[src/rtl/uart_tx_engine.sv]
// Parametrised UART transmit serializer: start bit, 5..MAX_DATA_WIDTH data bits (LSB first),
// optional even/odd parity, 1-2 stop bits. Define UART_TX_ERR_INJECT_EN to add error-injection inputs.
module uart_tx_engine #(
  parameter int MAX_DATA_WIDTH = 8,
  parameter int DIV_WIDTH      = 16
) (
  input  logic                      clk,
  input  logic                      reset,
  input  logic [MAX_DATA_WIDTH-1:0] txData,
  input  logic                      txValid,
  output logic                      txReady,
  input  logic [3:0]                cfgDataWidth,
  input  logic                      cfgParityEnable,
  input  logic                      cfgParityType,
  input  logic [1:0]                cfgStopBits,
  input  logic [4:0]                cfgOverSampling,
  input  logic [DIV_WIDTH-1:0]      cfgBaudDivisor,
`ifdef UART_TX_ERR_INJECT_EN
  input  logic                      injParityError,
  input  logic                      injFramingError,
`endif
  output logic                      txSerial,
  output logic                      txBusy,
  output logic                      txDone
);

  typedef enum logic [2:0] {
    ST_IDLE,
    ST_START,
    ST_DATA,
    ST_PARITY,
    ST_STOP
  } state_t;

  localparam logic [3:0] MAX_W = 4'(MAX_DATA_WIDTH);

  state_t                    r_state;
  state_t                    w_next_state;

  logic [MAX_DATA_WIDTH-1:0] r_shift;
  logic [3:0]                r_width;
  logic                      r_par_en;
  logic                      r_parity;
  logic [1:0]                r_stop;
  logic [4:0]                r_os;
  logic [DIV_WIDTH-1:0]      r_div;
  logic                      r_frame_err;
  logic [DIV_WIDTH-1:0]      r_div_cnt;
  logic [4:0]                r_tick_cnt;
  logic [3:0]                r_bit_cnt;
  logic                      r_done;

  logic [3:0]                w_width;
  logic [1:0]                w_stop;
  logic [4:0]                w_os;
  logic [DIV_WIDTH-1:0]      w_div;
  logic [MAX_DATA_WIDTH-1:0] w_masked;
  logic                      w_parity;
  logic                      w_inj_par;
  logic                      w_inj_frm;
  logic                      w_accept;
  logic                      w_tick;
  logic                      w_bit_end;
  logic                      w_last_data;
  logic                      w_last_stop;

`ifdef UART_TX_ERR_INJECT_EN
  assign w_inj_par = injParityError;
  assign w_inj_frm = injFramingError;
`else
  assign w_inj_par = 1'b0;
  assign w_inj_frm = 1'b0;
`endif

  assign w_accept = txValid && (r_state == ST_IDLE);

  // Configuration is sanitised once, on the way into the frame registers.
  always_comb begin
    w_width = cfgDataWidth;
    if (cfgDataWidth < 4'd5) begin
      w_width = 4'd5;
    end else if (cfgDataWidth > MAX_W) begin
      w_width = MAX_W;
    end
  end

  assign w_stop = (cfgStopBits == 2'd0) ? 2'd1 :
                  (cfgStopBits == 2'd3) ? 2'd2 : cfgStopBits;
  assign w_os   = (cfgOverSampling == 5'd13) ? 5'd13 : 5'd16;
  assign w_div  = (cfgBaudDivisor == '0) ? DIV_WIDTH'(1) : cfgBaudDivisor;

  // NOTE: every variable driven in an always_comb gets a default first, so no path infers a latch.
  always_comb begin
    w_masked = '0;
    for (int i = 0; i < MAX_DATA_WIDTH; i++) begin
      if (i < int'(w_width)) begin
        w_masked[i] = txData[i];
      end
    end
  end

  assign w_parity = (^w_masked) ^ cfgParityType ^ w_inj_par;

  assign w_tick      = (r_div_cnt == r_div - DIV_WIDTH'(1));
  assign w_bit_end   = w_tick && (r_tick_cnt == r_os - 5'd1);
  assign w_last_data = (r_bit_cnt == r_width - 4'd1);
  assign w_last_stop = (r_bit_cnt == {2'b00, r_stop} - 4'd1);

  // NOTE: sequential state uses non-blocking assignments so every flop samples pre-edge values.
  always_ff @(posedge clk or posedge reset) begin
    if (reset) begin
      r_state <= ST_IDLE;
    end else begin
      r_state <= w_next_state;
    end
  end

  always_comb begin
    w_next_state = r_state;
    case (r_state)
      ST_IDLE:   if (w_accept)  w_next_state = ST_START;
      ST_START:  if (w_bit_end) w_next_state = ST_DATA;
      ST_DATA: begin
        if (w_bit_end && w_last_data) begin
          w_next_state = r_par_en ? ST_PARITY : ST_STOP;
        end
      end
      ST_PARITY: if (w_bit_end) w_next_state = ST_STOP;
      ST_STOP:   if (w_bit_end && w_last_stop) w_next_state = ST_IDLE;
      default:   w_next_state = ST_IDLE;
    endcase
  end

  always_comb begin
    txSerial = 1'b1;
    txBusy   = 1'b1;
    txReady  = 1'b0;
    case (r_state)
      ST_IDLE: begin
        txBusy  = 1'b0;
        txReady = 1'b1;
      end
      ST_START:  txSerial = 1'b0;
      ST_DATA:   txSerial = r_shift[0];
      ST_PARITY: txSerial = r_parity;
      // An injected framing error only corrupts the first stop bit.
      ST_STOP:   txSerial = ~(r_frame_err && (r_bit_cnt == 4'd0));
      default:   txSerial = 1'b1;
    endcase
  end

  assign txDone = r_done;

  // NOTE: the datapath is plain flops, so it is all cleared by reset; an abandoned frame leaves nothing behind.
  always_ff @(posedge clk or posedge reset) begin
    if (reset) begin
      r_shift     <= '0;
      r_width     <= '0;
      r_par_en    <= 1'b0;
      r_parity    <= 1'b0;
      r_stop      <= '0;
      r_os        <= '0;
      r_div       <= '0;
      r_frame_err <= 1'b0;
      r_div_cnt   <= '0;
      r_tick_cnt  <= '0;
      r_bit_cnt   <= '0;
      r_done      <= 1'b0;
    end else begin
      r_done <= (r_state == ST_STOP) && (w_next_state == ST_IDLE);
      if (w_accept) begin
        r_shift     <= w_masked;
        r_width     <= w_width;
        r_par_en    <= cfgParityEnable;
        r_parity    <= w_parity;
        r_stop      <= w_stop;
        r_os        <= w_os;
        r_div       <= w_div;
        r_frame_err <= w_inj_frm;
        r_div_cnt   <= '0;
        r_tick_cnt  <= '0;
        r_bit_cnt   <= '0;
      end else if (r_state != ST_IDLE) begin
        r_div_cnt <= w_tick ? '0 : r_div_cnt + DIV_WIDTH'(1);
        if (w_tick) begin
          r_tick_cnt <= w_bit_end ? 5'd0 : r_tick_cnt + 5'd1;
        end
        if (w_bit_end) begin
          if (r_state == ST_DATA) begin
            r_shift <= {1'b0, r_shift[MAX_DATA_WIDTH-1:1]};
          end
          // The bit counter indexes bits within the current state only.
          r_bit_cnt <= (w_next_state != r_state) ? 4'd0 : r_bit_cnt + 4'd1;
        end
      end
    end
  end

endmodule
[config.mk]
export PLATFORM = sky130hd
export DESIGN_NAME = uart_tx_engine
export DESIGN_NICKNAME = d
export VERILOG_FILES = /design/src/rtl/uart_tx_engine.sv
export SDC_FILE = /design/constraint.sdc
export NUM_CORES = 1
export LEC_CHECK = 0
export CAP_MARGIN = 15
export CORE_AREA = 4 4 99 101
export DETAILED_ROUTE_END_ITERATION = 12
export DIE_AREA = 0 0 103 105
export PLACE_DENSITY = 0.69
export SLEW_MARGIN = 20
export SYNTH_ARGS = -nofsm -noshare
export SYNTH_HDL_FRONTEND = slang
export SYNTH_SLANG_ARGS = --single-unit
[constraint.sdc]
create_clock -name clk -period 8.36 [get_ports clk]
set_input_delay 1.672 -clock clk [delete_from_list [all_inputs] [get_ports clk]]
set_output_delay 1.672 -clock clk [all_outputs]
set_load 0.02 [all_outputs]
==> flow_metrics.tcl, run 1 <==
set metrics [dict create \
    fill_cells 862 \
    drive_above_1_share 0.0642 \
    comb_power_share 0.060 \
    hold_class "flip-flop to flip-flop" \
    yosys.area_share.adder 0.0192 \
    synthArstFlopShare 1.00 \
    muxShareOfSynthArea 0.00801 \
    synth-edff-count 0 \
    critPathLaunchType "flip-flop" \
    yosysUniqueCellTypes 60 \
    syn_area_sq_mm 0.00390 \
    cpMaxStageDelayCell "or4b_1" \
    relSlewSlack 0.470 \
    critPathCaptureType "flip-flop" \
    die_w_um 103 \
    setup_viol 0 \
    design.core.area_sq_mm 0.00902 \
    drt-wirelength-per-cell_um 14.8 \
    synth_top_family_by_area "simple AND/OR/NAND/NOR gates" \
    ir_drop_mv 0.106 \
    cpLargestDelayFamily "simple AND/OR/NAND/NOR gates" \
    path_buf_inv 1 \
    cpMostUsedCell "or4b_1" \
    crit_chain "inv_1 > ha_1 > or4b_1 > or4_1 > o311ai_1 > a31oi_1 > or4b_1 > a2111oi_4 > nand4_2 > o221a_1" \
    syn2layout_area_growth_pct 18.1 \
    clk_latency_ns 0.34 \
    clkTransAtPathRegs_ns 0.07 \
    switching_share 0.221 \
    min_period_ns 3.74 \
    setup_tns_ns 0 \
    num_vias 3381 \
    arrival_ns 3.97 \
    syn_area_per_cell_sq_um 8.90 \
    io_pins 44 \
    num_rows 35 \
    drcViolationCount 0 \
    multi_input_area_sq_mm 0.00218 \
    synth_compound_gate_area_share 0.163 \
    synth_nets 485 \
    syn_inst 439 \
    via_per_inst 5.69 \
    yosys_most_used_dff "dfrtp_1" \
    skew_ns 0.00831 \
    gp_congestion 0.864 \
    finalWirelength_um 8800 \
    synth_warnings 0 \
    overflow 0 \
    max_freq_ghz 0.267 \
    worstPathMaxFanout 10 \
    dieArea_sq_mm 0.0108 \
    status "completed" \
    numCtsBuffers 9 \
    clock_power_share 0.437 \
    synth-simple-area-share 0.279 \
    cts_sinks 63 \
    num_antenna_cells 0 \
    yosys.area_share.xor_xnor 0.0897 \
    power_density_mw_per_mm2 131 \
    fin_crit_sh 0.448 \
    start_util 0.433 \
    maxCapViolCount 0 \
    antenna_found_initial 0 \
    fin_nets 524 \
    regArea_sq_mm 0.00158 \
    tightest_slew_ns 0.794 \
    maxSlewViolCount 0 \
    ys_seq_area_frac 0.404 \
    internal_power_uw 472 \
    leakage_uw 0.00211 \
    clk_path_buf_depth 2 \
    switchingPower_uw 134 \
    ant_nets 0 \
    grt_use_total 0.175 \
    dpl.cell_count 578 \
    hold_viol_final 0 \
    drt_iter0_drc 128 \
    cts_tree "built" \
    rsz0062_at_grt "no" \
    synth_seq_cells 63 \
    drtPass1Iterations 4 \
    critPathKind "flip-flop to flip-flop" \
    fin_cells 594 \
    first_global_vias 3310 \
    hold_buffers 0 \
    grt_max_degree 64 \
    worst_ep_required_time_ns 8.59 \
    cts-htree-levels 3 \
    cp_slowest_stage_delay_ns 0.66 \
    power_frac_seq 0.503 \
    post-cts-setup-buffers 0 \
    io_buffers 42 \
    grt_pass1_wl_um 15200 \
    dieHeight_um 105 \
    dpl.hpwl_um 6410 \
    clock-root-buffer "clkbuf_8" \
    cts_resized 0 \
]
## registers in the layout (all words and copies together), names as in the netlist
name        count
r_div          16
r_div_cnt      16
r_shift         8
r_tick_cnt      5
r_bit_cnt       4
r_width         4
r_state         3
r_os            2
r_stop          2
r_par_en        1
r_parity        1
txDone          1
## cell usage in the layout, fill, tap and decap left out, types with 4 or more instances in the layout
master,instances
a21o_1,5
a21oi_1,17
a31oi_1,13
and3_1,10
buf_4,4
clkbuf_8,10
clkdlybuf4s50_1,42
dfrtp_1,63
ha_1,6
inv_1,16
nand2_1,73
nand2b_1,13
nand3_1,20
nand3b_1,4
nand4_1,7
nor2_1,20
nor3_1,9
nor3b_1,6
nor4_1,10
o21ai_0,15
o221a_1,7
o2bb2ai_1,4
or2b_1,4
or3_1,4
or4_1,5
xnor2_1,25
xor2_1,15
## power groups by stage
stage | logic (uW) | registers, uW | clock network, uW
after floorplan | 13.8 | 311 | 0
after global placement | 36.6 | 311 | 0
after detailed placement | 36.8 | 311 | 0
after CTS | 37.0 | 305 | 270
after global routing | 39.9 | 304 | 288
final | 36.2 | 305 | 265
## stage by stage
stage	util	hold WS [ns]	instance area [sq um]	power, uW	setup slack, ns
after floorplan	-	0.450	3910	324	5.01
after global placement	0.489	0.470	4410	347	4.66
after detailed placement	0.489	0.475	4410	347	4.63
after CTS	0.511	0.491	4610	612	4.60
after global routing	0.511	0.513	4610	632	4.41
final	0.511	0.488	4610	606	4.62
## cell usage after synthesis (all sizes together) (7+ instances only)
master  number  share of area
nand3       20          0.026
nand2b      13          0.021
clkbuf      12          0.012
nand4        8          0.014
nor4        11          0.019
nor2        20          0.019
nor3        11          0.017
o221a        7          0.020
xnor2       25          0.056
dfrtp       63           0.40
a31oi       13          0.021
xor2        15          0.034
o21ai       15          0.019
a21oi       17          0.022
inv         17          0.016
and3        10          0.016
nand2       73          0.070
## cells by family after synthesis
family	count (synthesis)
adders and majority gates	6
and+or+nand+nor	205
muxes	3
buffers and inverters	35
xor gates and xnor gates	40
DFF	63
AOI/OAI and AO/OA	87
## area by class of cell
type	instances	share of cell area
repair buffers	46	0.0977
clock inverters	5	0.0125
multi-input cells	341	0.473
well taps	111	0.0301
flip-flops and latches	63	0.342
clock buffers	11	0.0307
inverters	17	0.0138
## per-layer routing
metal,vias to the layer above,track usage,wire [um]
li1,1665,-,-
met1,1638,0.224,3910
met2,60,0.286,4340
met3,18,0.0487,375
met4,0,0.0518,161
met5,-,0,0
## final timing paths
check | startpoint | to | slack, ns | depth (start not counted)
max | r_div[0]$_DFFE_PP0P_ | r_shift[3]$_DFFE_PP0P_ | 4.62 | 10
min | r_os[3]$_DFFE_PP0P_ | r_os[3]$_DFFE_PP0P_ | 0.49 | 1
max reg2reg | r_div[0]$_DFFE_PP0P_ | r_shift[3]$_DFFE_PP0P_ | 4.62 | 10
min reg2reg | r_os[3]$_DFFE_PP0P_ | r_os[3]$_DFFE_PP0P_ | 0.49 | 1
max in group asynchronous | reset | r_div_cnt[13]$_DFFE_PP0P_ | 5.96 | 3
min in group asynchronous | reset | r_div_cnt[0]$_DFFE_PP0P_ | 1.88 | 3
Power figures use the tool's default switching activity.
==> run 2: changes to the inputs <==
--- a/config.mk
+++ b/config.mk
@@ -9,7 +9,7 @@
 export CORE_AREA = 4 4 99 101
 export DETAILED_ROUTE_END_ITERATION = 12
 export DIE_AREA = 0 0 103 105
-export PLACE_DENSITY = 0.69
+export PLACE_DENSITY = 0.71
 export SLEW_MARGIN = 20
 export SYNTH_ARGS = -nofsm -noshare
 export SYNTH_HDL_FRONTEND = slang
==> constraint.sdc (replaced) <==
create_clock -name clk -period 3.1 [get_ports clk]
set_input_delay 0.62 -clock clk [delete_from_list [all_inputs] [get_ports clk]]
set_output_delay 0.62 -clock clk [all_outputs]
set_load 0.02 [all_outputs]
==> run 2 against run 1 <==
Compared with the run above: the run now ends with setup timing left; count of clock-buffer cells in the layout is 2 lower; core utilization is 6.5 points higher; clock skew is 0.0013 ns higher; critical path type unchanged; die area stayed put; non-clock buffer count is 51 higher; wire length is 14% higher; register-to-register slack worse by 4.8 ns; critical endpoint is now r_shift[4]$_DFFE_PP0P_; highest routed layer unchanged.
==> flow_metrics.tcl, run 2 (synthesis gave the netlist of run 1 again) <==
set metrics [dict create \
    via_per_inst 5.59 \
    fin_nets 575 \
    num_rows 35 \
    antenna_found_initial 0 \
    num_vias 3605 \
    num_antenna_cells 0 \
    clk_latency_ns 0.34 \
    drive_above_1_share 0.191 \
    maxSlewViolCount 0 \
    grt_use_total 0.194 \
    setup_viol 11 \
    dpl.hpwl_um 7330 \
    final_cell_area_sq_mm 0.00519 \
    skew_ns 0.00963 \
    tightest_slew_ns 0.574 \
    clkTransAtPathRegs_ns 0.08 \
    worst_ep_required_time_ns 3.38 \
    hold_depth 2 \
    hold_buffers 0 \
    first_global_vias 3604 \
    ant_nets 0 \
    critPathLaunchType "flip-flop" \
    critPathKind "flip-flop to flip-flop" \
    fin_crit_sh 1.05 \
    syn2layout_area_growth_pct 33.0 \
    design.core.area_sq_mm 0.00902 \
    reg_top3 "r_div: 16 flops, r_div_cnt: 16 flops, r_shift: 8 flops" \
    hold_viol_final 0 \
    violations "setup timing" \
    rsz0062_at_grt "yes" \
    drt_iter0_drc 182 \
    min_period_ns 3.25 \
    clk_path_buf_depth 2 \
    finalWirelength_um 10000 \
    cts_sinks 63 \
    worstPathMaxFanout 8 \
    relSlewSlack 0.617 \
    drcViolationCount 0 \
    arrival_ns 3.53 \
    clock-root-buffer "clkbuf_8" \
    drtPass1Iterations 5 \
    io_pins 44 \
    cts-htree-levels 3 \
    final_cell_mix "nand2_1 (73), dfrtp_1 (63), buf_4 (53)" \
    grt_max_degree 27 \
    dieHeight_um 105 \
    start_util 0.433 \
    maxCapViolCount 0 \
    ir_drop_mv 0.224 \
    leakage_uw 0.00240 \
    io_buffers 42 \
    power_density_mw_per_mm2 333 \
    status "complete, but fails checks" \
    grt_pass1_wl_um 16900 \
    r2r_slack_ns -0.15 \
    max_freq_ghz 0.307 \
    hold_slack_ns 0.491 \
    fill_cells 785 \
    p_total_uw 1730 \
    mostFrequentLayoutCell "nand2_1" \
    rr_worst_depth 11 \
    gp_congestion 0.873 \
    numCtsBuffers 9 \
    post-route-util 0.576 \
    layout_setup_ws_ns -0.152 \
    drt-wirelength-per-cell_um 15.5 \
    overflow 0 \
    critPathCaptureType "flip-flop" \
    fin_cells 645 \
    dieArea_sq_mm 0.0108 \
    hold_class "flip-flop to flip-flop" \
    cts_tree "built" \
    die_w_um 103 \
    place_area_sq_mm 0.00478 \
    dpl.cell_count 622 \
]
run 2: cell count changes in the layout (fill, tap and decap cells not counted), moves of 2 or more:
cell	before	now
a21oi_1	17	14
buf_4	4	53
nor4b_1	2	0
a21oi_2	0	2
inv_2	1	3
nor4b_2	0	2
or4b_1	2	0
inv_1	16	14
clkinv_4	0	2
or4b_4	0	2
run 2: per-layer routing:
layer / vias to the layer above / routed length (um) / global-route usage
met1: 1739 / 4170 / 0.244
met2: 81 / 5180 / 0.328
met3: 17 / 429 / 0.0347
met4: 0 / 240 / 0.0722
li1: 1768 / - / -
met5: - / 0 / 0
run 2: worst max-delay path, stage by stage (launching register included):
cell and delay (ns):
dfrtp_1 0.40, inv_2 0.08, ha_4 0.13, or4b_4 0.47, or4_4 0.45, o311ai_4 0.08
a31oi_2 0.08, or4b_4 0.52, a2111oi_4 0.32, buf_4 0.19, a41o_4 0.28, o221a_1 0.20
run 2: timing repair:
| action | CTS | global route |
|---|---|---|
| endpoints found under the hold margin | 0 | 0 |
| buffers inserted | 4 | 2 |
| gates cloned | 0 | 1 |
| pin swaps | 8 | 9 |
| endpoints found under the setup margin | 14 | 25 |
| gates resized for setup | 11 | 10 |
run 2: final cells by class:
cell class              count  area [sq um]  area share
multi-input cells         341          2330       0.449
flip-flops and latches     63          1580       0.304
repair buffers             97           863       0.166
well taps                 111           139      0.0267
clock buffers               9           124      0.0238
clock inverters             7          97.6      0.0188
inverters                  17          63.8      0.0123
run 2: worst paths after layout:
check | startpoint | end
worst max-delay path | r_div[1]$_DFFE_PP0P_ | r_shift[4]$_DFFE_PP0P_
worst min-delay path | r_parity$_DFFE_PP0P_ | r_parity$_DFFE_PP0P_
worst max register to register | r_div[1]$_DFFE_PP0P_ | r_shift[4]$_DFFE_PP0P_
worst min register to register | r_parity$_DFFE_PP0P_ | r_parity$_DFFE_PP0P_
max in group asynchronous | reset | txDone$_DFF_PP0_
min in group asynchronous | reset | r_div[7]$_DFFE_PP0P_
run 2: power by group:
group	total [uW]	internal (uW)	switching, uW	leakage, uW
Sequential	821	821	0	0.000788
Clock	811	454	357	0.000105
Combinational	99.8	60.0	39.9	0.00151
Total	1730	1330	397	0.00240
run 2: stage by stage:
step,setup WS (ns),TNS (ns)
final,-0.152,-1.26
after global routing,-0.247,-2.90
after CTS,-0.151,-1.15
after detailed placement,-0.247,-2.18
after global placement,-0.155,-1.12
after floorplan,-0.185,-1.32
==> run 3: changes to the inputs <==
--- a/config.mk
+++ b/config.mk
@@ -6,9 +6,9 @@
 export NUM_CORES = 1
 export LEC_CHECK = 0
 export CAP_MARGIN = 15
-export CORE_AREA = 4 4 99 101
+export CORE_AREA = 4 4 104 96
 export DETAILED_ROUTE_END_ITERATION = 12
-export DIE_AREA = 0 0 103 105
+export DIE_AREA = 0 0 108 100
 export PLACE_DENSITY = 0.71
 export SLEW_MARGIN = 20
 export SYNTH_ARGS = -nofsm -noshare
==> run 3 against run 2 <==
Compared with the run above: the run still ends with setup timing left; wire length fell by 6.5%; design area shrank 1.8%; combinational power hardly changed; first-iteration DRC count up 8.8%; setup slack worse by 0.0071 ns; clock skew down 0.0020 ns; die area fell by 0.14%; count of clock-buffer cells in the layout is 1 higher; sequential power hardly changed; register-to-register slack about the same; worst hold slack got worse by 0.0026 ns; critical path type unchanged.
==> flow_metrics.tcl, run 3 (synthesis gave the netlist of run 1 again) <==
set metrics [dict create \
    status "complete, but fails checks" \
    violations "setup timing" \
    clk_latency_ns 0.35 \
    worstPathMaxFanout 7 \
    max_freq_ghz 0.307 \
    dpl.hpwl_um 6980 \
    ir_drop_mv 0.208 \
    min_period_ns 3.26 \
    regArea_sq_mm 0.00158 \
    overflow 0 \
    hold_slack_ns 0.488 \
    syn2layout_area_growth_pct 30.7 \
    layout_setup_ws_ns -0.159 \
    regToRegEndpoint "r_shift[6]$_DFFE_PP0P_" \
    power_density_mw_per_mm2 327 \
    clkTransAtPathRegs_ns 0.08 \
    via_per_inst 5.44 \
    drtPass1Iterations 5 \
    hold_depth 2 \
    num_vias 3539 \
    numCtsBuffers 9 \
    cts_sinks 63 \
    first_global_vias 3494 \
    fin_nets 569 \
    dieArea_sq_mm 0.0108 \
    tightest_slew_ns 0.578 \
    hp-start "r_parity$_DFFE_PP0P_" \
    crit_chain "inv_2 > ha_4 > or4b_4 > or4_1 > o311ai_1 > a31oi_1 > or4b_4 > a2111oi_4 > buf_4 > nand4_4 > o221a_1" \
    critPathLaunchType "flip-flop" \
    rsz0062_at_grt "yes" \
    dieHeight_um 100 \
    drive_above_1_share 0.169 \
    cts-htree-levels 3 \
    design.core.area_sq_mm 0.00896 \
    drcViolationCount 0 \
    cpLargestDelayFamily "simple AND/OR/NAND/NOR gates" \
    ant_nets 0 \
    clock-root-buffer "clkbuf_8" \
    gp_congestion 0.851 \
    startpoint "r_div[1]$_DFFE_PP0P_" \
    grt_pass1_wl_um 16100 \
    die_w_um 108 \
    rr_worst_depth 11 \
    critPathKind "flip-flop to flip-flop" \
    drt-wirelength-per-cell_um 14.4 \
    arrival_ns 3.49 \
    final_cell_mix "nand2_1 (73), dfrtp_1 (63), buf_4 (46)" \
    grt_max_degree 40 \
    drt_iter0_drc 198 \
    critPathCaptureType "flip-flop" \
    relSlewSlack 0.615 \
    num_rows 33 \
    io_buffers 42 \
    multi_input_area_sq_mm 0.00227 \
    finalWirelength_um 9370 \
    min_to "r_parity$_DFFE_PP0P_" \
    setup_viol 11 \
    start_util 0.436 \
    num_antenna_cells 0 \
    grt_use_total 0.185 \
    r2r_start "r_div[1]$_DFFE_PP0P_" \
    cpMostUsedCell "or4b_4" \
    cp_slowest_stage_delay_ns 0.52 \
    r2r_slack_ns -0.16 \
    hold_class "flip-flop to flip-flop" \
    leakage_uw 0.00236 \
    cpMaxStageDelayCell "or4b_4" \
    skew_ns 0.00765 \
    fill_cells 823 \
    mostFrequentLayoutCell "nand2_1" \
    hold_viol_final 0 \
    worst_ep_required_time_ns 3.33 \
    cts_tree "built" \
    reg_top3 "r_div: 16 flops, r_div_cnt: 16 flops, r_shift: 8 flops" \
    maxCapViolCount 0 \
    fin_crit_sh 1.05 \
    path_buf_inv 2 \
    maxSlewViolCount 0 \
    io_pins 44 \
    antenna_found_initial 0 \
    post-route-util 0.569 \
    clk_path_buf_depth 2 \
]
## run 3: worst min-delay path: cells and delay by family (launching register included)
kind | cells | cell delay (ns)
AO/OA/AOI/OAI | 1 | 0.06
flip-flops | 1 | 0.35
AND/OR/NAND/NOR | 1 | 0.05
## run 3: how the worst max path moves through the flow
stage	to	slack [ns]	cells past startpoint
finish	r_shift[6]$_DFFE_PP0P_	-0.16	11
global route	r_shift[6]$_DFFE_PP0P_	-0.27	11
CTS	r_shift[6]$_DFFE_PP0P_	-0.22	10
detailed placement	r_shift[0]$_DFFE_PP0P_	-0.22	10
global placement	r_shift[0]$_DFFE_PP0P_	-0.15	10
floorplan	r_shift[0]$_DFFE_PP0P_	-0.19	11
## run 3: cell type report
type / instances / area share
clock buffers: 10 / 0.0270
clock inverters: 6 / 0.0137
inverters: 17 / 0.0125
multi-input cells: 341 / 0.445
flip-flops and latches: 63 / 0.309
well taps: 122 / 0.0299
repair buffers: 91 / 0.163
## run 3: what timing repair did
item / 4_1_cts / 5_1_grt
hold buffers: 0 / 0
gates cloned: 0 / 1
setup buffers: 1 / 2
pin swaps: 4 / 11
gates resized for setup: 4 / 8
endpoints found under the setup margin: 12 / 19
## run 3: stage by stage
stage	cell area [sq um]	setup TNS (ns)	power [uW]	std cells	worst slack (ns)
floorplan	3940	-1.32	875	439	-0.185
global placement	4780	-1.04	938	630	-0.147
detailed placement	4780	-1.77	939	630	-0.216
CTS	5020	-1.71	1690	647	-0.218
global route	5100	-2.60	1730	650	-0.275
finish	5100	-1.28	1670	650	-0.159
## run 3: power breakdown
part	switching, uW	total [uW]	internal [uW]	leakage (uW)
sequential	0	821	821	0.000788
combinational	38.9	99.7	60.8	0.00148
clock	353	749	395	0.0000947
total	392	1670	1280	0.00236
## run 3: per-layer routing
metal / GRT usage / share of wire
met5: 0 / 0
met4: 0.0573 / 0.015
met3: 0.0405 / 0.031
met2: 0.319 / 0.50
met1: 0.231 / 0.45
